===== src/rtl/encoder_dec_bcd.sv =====
// ---------------------------------------------------------------------------
// encoder_dec_bcd
// Keypad front end for the microwave oven controller. The ten decimal key
// lines are synchronised, reduced to one key code (the highest pressed key
// wins), and debounced. A tracker accepts each press once: it loads the BCD
// code and pulses an active-low strobe for one cycle. A new strobe needs a
// full, debounced release first.
//
// Parameters
//   SYNC_STAGES      flip-flop stages on decimal (min 2)
//   DEBOUNCE_CYCLES  identical consecutive samples needed to accept (min 1)
//
// Ports
//   clk      in   1   system clock, rising edge
//   reset    in   1   synchronous, active-high reset
//   decimal  in  10   key lines, active-high, bit i = key i, asynchronous
//   enable   in   1   active-low enable: 0 = accept keys, 1 = keypad locked
//   bcd      out  4   BCD code of the last accepted key, registered
//   loadn    out  1   active-low load strobe, one cycle per accepted press
// ---------------------------------------------------------------------------
module encoder_dec_bcd #(
    parameter int SYNC_STAGES     = 2,
    parameter int DEBOUNCE_CYCLES = 4
) (
    input  logic       clk,
    input  logic       reset,
    input  logic [9:0] decimal,
    input  logic       enable,
    output logic [3:0] bcd,
    output logic       loadn
);

    localparam int               CNT_W     = $clog2(DEBOUNCE_CYCLES + 1);
    localparam logic [CNT_W-1:0] CNT_MAX   = CNT_W'(DEBOUNCE_CYCLES);
    localparam logic [3:0]       CODE_NONE = 4'hF;

    localparam logic [0:0] ST_IDLE = 1'b0;
    localparam logic [0:0] ST_HELD = 1'b1;

    // The highest pressed key wins. A bit that is X/Z fails the == 1'b1 test,
    // so it reads as "not pressed".
    function automatic logic [3:0] prio_code(input logic [9:0] v);
        logic [3:0] c;
        c = CODE_NONE;
        for (int i = 0; i < 10; i++) begin
            if (v[i] == 1'b1) begin
                c = 4'(i);
            end
        end
        return c;
    endfunction

    logic [9:0]       r_sync [SYNC_STAGES];
    logic [3:0]       r_prev;
    logic [CNT_W-1:0] r_cnt;
    logic [0:0]       r_state;
    logic [3:0]       r_bcd;
    logic             r_loadn;

    logic [3:0]       w_code;
    logic             w_stable;

    // Synchroniser stage: decimal is asynchronous to clk.
    always_ff @(posedge clk) begin
        if (reset) begin
            for (int i = 0; i < SYNC_STAGES; i++) begin
                r_sync[i] <= '0;
            end
        end else begin
            r_sync[0] <= decimal;
            for (int i = 1; i < SYNC_STAGES; i++) begin
                r_sync[i] <= r_sync[i-1];
            end
        end
    end

    assign w_code = prio_code(r_sync[SYNC_STAGES-1]);

    // Debounce stage. r_cnt is the run length of r_prev; it saturates at
    // DEBOUNCE_CYCLES. The run length of NONE is tracked the same way, so a
    // release is debounced as well.
    always_ff @(posedge clk) begin
        if (reset) begin
            r_prev <= CODE_NONE;
            r_cnt  <= '0;
        end else begin
            r_prev <= w_code;
            if (w_code != r_prev) begin
                r_cnt <= CNT_W'(1);
            end else if (r_cnt != CNT_MAX) begin
                r_cnt <= r_cnt + 1'b1;
            end
        end
    end

    assign w_stable = (r_cnt == CNT_MAX);

    // Tracker stage. enable is used without synchronisation. This lets a key
    // that is already stable be accepted on the cycle after enable drops.
    always_ff @(posedge clk) begin
        if (reset) begin
            r_state <= ST_IDLE;
            r_bcd   <= 4'd0;
            r_loadn <= 1'b1;
        end else begin
            r_loadn <= 1'b1;
            case (r_state)
                ST_IDLE: begin
                    if (w_stable && (r_prev != CODE_NONE) && !enable) begin
                        r_bcd   <= r_prev;
                        r_loadn <= 1'b0;
                        r_state <= ST_HELD;
                    end
                end
                ST_HELD: begin
                    if (w_stable && (r_prev == CODE_NONE)) begin
                        r_state <= ST_IDLE;
                    end
                end
                default: r_state <= ST_IDLE;
            endcase
        end
    end

    assign bcd   = r_bcd;
    assign loadn = r_loadn;

endmodule


===== config.mk =====
export PLATFORM = sky130hd
export DESIGN_NAME = encoder_dec_bcd
export DESIGN_NICKNAME = d
export VERILOG_FILES = /design/src/rtl/encoder_dec_bcd.sv
export SDC_FILE = /design/constraint.sdc
export NUM_CORES = 1
export LEC_CHECK = 0
export CORE_UTILIZATION = 52
export DETAILED_ROUTE_END_ITERATION = 16
export PLACE_DENSITY = 0.79
export REMOVE_ABC_BUFFERS = 1
export SETUP_SLACK_MARGIN = 0.05
export SLEW_MARGIN = 10
export SYNTH_ARGS = -nofsm -noshare
export SYNTH_HDL_FRONTEND = slang
export SYNTH_SLANG_ARGS = --single-unit

===== constraint.sdc =====
create_clock -name clk -period 2.13 [get_ports clk]
set_input_delay 0.426 -clock clk [delete_from_list [all_inputs] [get_ports clk]]
set_output_delay 0.426 -clock clk [all_outputs]
set_load 0.005 [all_outputs]

Word level (Yosys, flattened, before mapping)
Memory sizes are Yosys's and may differ from the RTL's. Index checks and enable logic that the tools add are counted.

Bits of input ports: 13. Bits in registers: 13. Memories kept: 1. Output and inout port bits: 5. Word-level logic and storage cells: 45. Memory bits (writable): 20.

Memories: r_sync (words 2, width 10, rd ports 2, clocked after memory_dff 0, wr ports 2, line 53) `logic [9:0] r_sync [SYNC_STAGES];`.

$add $sub $neg: 1. Mux-type cells: 21. Bitwise gates (word level): 3. Reductions and logical operators: 8. Equal/unequal tests: 5.

Operators by type and width (number): 2-to-1 mux 4 bit (10); 2-to-1 mux 10 bit (2); 2-to-1 mux 1 bit (8); equality test 4 bit, second input constant (1); inequality test 4 bit (1); inequality test 4 bit, second input constant (1); OR reduction 2 bit (2); adder 3 x 1 -> 3 bit, second input constant (1); equality test 3 bit, second input constant (1); logical AND 1 bit (3); inequality test 3 bit, second input constant (1); OR 1 bit (2); one-hot mux 1 bit (2 select lines) (1); AND reduction 2 bit (1); nonzero test 2 bit (1); logical NOT 1 bit (1); inverter 1 bit (1).

Longest topological paths before layout
An unclocked memory read counts as a cell.

Depth after elaboration: 13. Mapped depth: 7. Depth with buffers taken out: 7.

Worst setup path before layout
Ideal clock, no wire load.

Path type: register to register. From: reg r_cnt[0]. To: reg r_bcd[0], in the netlist bcd[0]. Library setup time: 0.078 ns. Buffers on the path: 0. Data arrival time: 1.445 ns. Cell stages (with the launch flop): 8. Period minus slack after synthesis: 1.523 ns. Data required time: 2.052 ns. Slack: 0.607 ns. Cell sequence: dfxtp_1 > inv_1 > ha_1 > nand2_1 > or3_1 > nor2b_1 > nor2_1 > nor3_1.

Word-level cells in the longest chain between the ends: 4.

RTL lines: start, declared (line 55) `logic [CNT_W-1:0] r_cnt;`; start signal, assigned (line 91) `r_cnt <= r_cnt + 1'b1;`; equality test 3 bit (line 96) `assign w_stable = (r_cnt == CNT_MAX);`; logical AND 1 bit (2 in a row) (line 109) `if (w_stable && (r_prev != CODE_NONE) && !enable) begin`; AND reduction 2 bit (no source line); end signal, assigned (line 110) `r_bcd <= r_prev;`; end, declared (line 57) `logic [3:0] r_bcd;`.

Every way passes these cells. A chain may end at the register's enable or synchronous reset.

Final worst setup path
From: reg r_cnt[0]. To: reg r_bcd[3], in the netlist bcd[3].

Same word-level chain as after synthesis.

==> results.py <==
metrics = {
    "clock_network": {
        "clock_path_buffers": 2,
        "cts_tree": "done",
        "cts_made_buffers": 5,
        "postCtsSetupBuffers": 0,
        "root_buffer": "clkbuf_4",
        "clk_pin_slew_ns": 0.09,
        "cts_resized": 0,
        "h-tree-depth": 2,
        "cts_sinks": 33,
        "clock_latency_ns": 0.33,
        "cts_hold_buf": 0,
    },
    "place": {
        "place_area_mm2": 0.00146,
        "dp_hpwl_mm": 1.59,
        "portBuffers": 17,
        "dp.cells": 173,
        "preCtsSetupSlack_ns": 0.224,
        "gp_congestion": 0.722,
    },
    "worst_hold_path": {
        "worstHoldStart": "r_sync[0][1]",
        "hp-class": "flip-flop to flip-flop",
    },
    "setup_path": {
        "r2r_start": "r_cnt[0]",
        "path_class": "flip-flop to flip-flop",
        "endpoint_kind": "flip-flop",
        "crit_path_start_kind": "flip-flop",
        "cp-startpoint": "r_cnt[0]",
        "crit_slowest_cell": "or3_1",
        "critical_path_buf_inv_count": 1,
        "required_ns": 2.39,
        "crit_chain": "inv_1, ha_1, nand2_1, or3_1, nor2b_1, nor2_1, nor3_1",
        "cp.arrival_ns": 1.97,
        "cp_top_family": "simple AND/OR/NAND/NOR gates",
        "worst-path-max-fanout": 6,
        "cpPeakStageDelay_ns": 0.41,
    },
    "sta": {
        "fin_crit_ns": 1.72,
        "fin_ws_ns": 0.412,
        "setup_violations": 0,
        "rsz0062_at_grt": "no",
        "fin_tns_setup_ns": 0,
        "final_hold_viol_count": 0,
        "tightest_slew_ns": 0.551,
        "max_freq_mhz": 582,
        "whs_ns": 0.440,
        "drv_slew": 0,
        "fin_skew_ns": 0.00596,
        "finalCritPeriodShare": 0.806,
        "maxSlewHeadroom": 0.631,
    },
    "pwr": {
        "total_power_mw": 1.10,
        "pwr_density_cell_mw_per_mm2": 728,
        "ir_worst_vdd_mv": 0.668,
        "p_leak_nw": 0.583,
    },
    "die": {
        "io_pins": 18,
        "start_util": 0.561,
        "die-area_mm2": 0.00261,
        "core_area_mm2": 0.00223,
        "fp.dieW_um": 51.1,
        "die_h_um": 51.1,
        "rows": 17,
    },
    "route": {
        "first_pass_iters": 4,
        "drtAntennaViolNets": 0,
        "route.detailed.drc": 0,
        "wl_per_cell_um": 11.3,
        "vias": 946,
        "routed_wirelength_mm": 2.05,
        "drt_iter0_drc": 13,
        "avgViaCountPerCell": 5.23,
    },
    "global_routing": {
        "overflow": 0,
        "antenna_found_initial": 0,
        "grt_pass1_wl_mm": 3.39,
        "grt_max_degree": 18,
        "grt_pass1_vias": 882,
        "grtUsageTotal": 0.193,
    },
    "synthesis": {
        "synth_area_per_cell_um2": 9.64,
        "ys_warn_count": 0,
        "netlist_top_cells_area": "dfxtp_1, nor2b_1, nor2_1",
        "ys.flop_type": "dfxtp_1",
        "synth_commonest_cells": "dfxtp_1, nor2b_1, nor2_1, nand2_1, nor3_1",
        "synth_seq_cells": 33,
        "synthMostInstantiatedCell": "dfxtp_1",
        "syn-instance-count": 130,
        "synth_edf_count": 0,
        "synth_top_area_share": 0.527,
        "seq_area_frac_synth": 0.527,
        "async_reset_ff_frac": 0,
        "synth_area_mm2": 0.00125,
        "yosys.cell_types.count": 37,
        "yosys.area.top_type": "dfxtp_1",
    },
    "layout": {
        "final_cells": 181,
        "n_antenna_cell": 0,
        "fin_nets": 167,
        "area_growth_pct": 20.5,
        "postLayoutCoreUtil": 0.676,
        "design_area_mm2": 0.00151,
        "drive_above_1_share": 0.0915,
    },
    "status": {
        "status": "completed",
    },
    "run": {
        "maxCapViolCount": 0,
    },
}
==> final cells by class <==
cell class / instances / area [um^2]
fillers: 206 / 723
flip-flops and latches: 33 / 661
multi-input cells: 89 / 563
repair buffers: 19 / 185
clock buffers: 6 / 41.3
well taps: 28 / 35.0
inverters: 4 / 15.0
clock inverters: 2 / 10.0
==> cells by family after synthesis <==
family / count (synthesis) / share of synthesized area
and+or+nand+nor: 71 / 0.332
DFF: 33 / 0.527
AOI/OAI and AO/OA: 15 / 0.0898
buffers and inverters: 8 / 0.0239
adders and majority gates: 2 / 0.0200
xor gates and xnor gates: 1 / 0.00699
==> report_power, final <==
group | leakage, nW | total (mW) | internal (mW) | switching [mW]
registers | 0.272 | 0.665 | 0.643 | 0.0221
logic | 0.280 | 0.115 | 0.0664 | 0.0482
clock network | 0.0320 | 0.320 | 0.125 | 0.194
total | 0.583 | 1.10 | 0.835 | 0.265
==> path summary, 6_finish.rpt <==
check | end | slack, ns | depth (start not counted)
hold / removal | r_sync[0][11] | 0.44 | 1
hold reg to reg | r_sync[0][11] | 0.44 | 1
setup reg to reg | bcd[3] | 0.41 | 7
setup / recovery | bcd[3] | 0.41 | 7
==> state kept, by name, indices dropped and copies added (netlist names) <==
register,flops
loadn,1
r_cnt,3
r_prev,4
r_state,1
bcd,4
r_sync,20
==> layout by cell type (no fill, tap or decap), drive strengths merged, types with 2 or more instances in the layout <==
cell / synthesis / routed
dfxtp: 33 / 33
clkbuf: 4 / 6
nor4: 2 / 2
buf: 0 / 2
nand2: 6 / 6
clkinv: 0 / 2
a211o: 2 / 2
clkdlybuf4s50: 0 / 17
nor3: 6 / 6
or2: 3 / 3
nand4: 2 / 2
inv: 4 / 4
nor2: 17 / 17
a21oi: 2 / 2
nand2b: 2 / 2
nor2b: 21 / 21
ha: 2 / 2
nand3b: 3 / 3
o21ai: 3 / 3
==> per-layer routing <==
| layer | wire, um | share of wire | vias up | track usage |
|---|---|---|---|---|
| met5 | 0 | 0 | - | 0 |
| met4 | 54 | 0.026 | 0 | 0.153 |
| met3 | 113 | 0.055 | 7 | 0.0952 |
| met2 | 1090 | 0.53 | 25 | 0.340 |
| met1 | 789 | 0.39 | 428 | 0.160 |
| li1 | - | - | 486 | - |
Power figures use the tool's default switching activity.
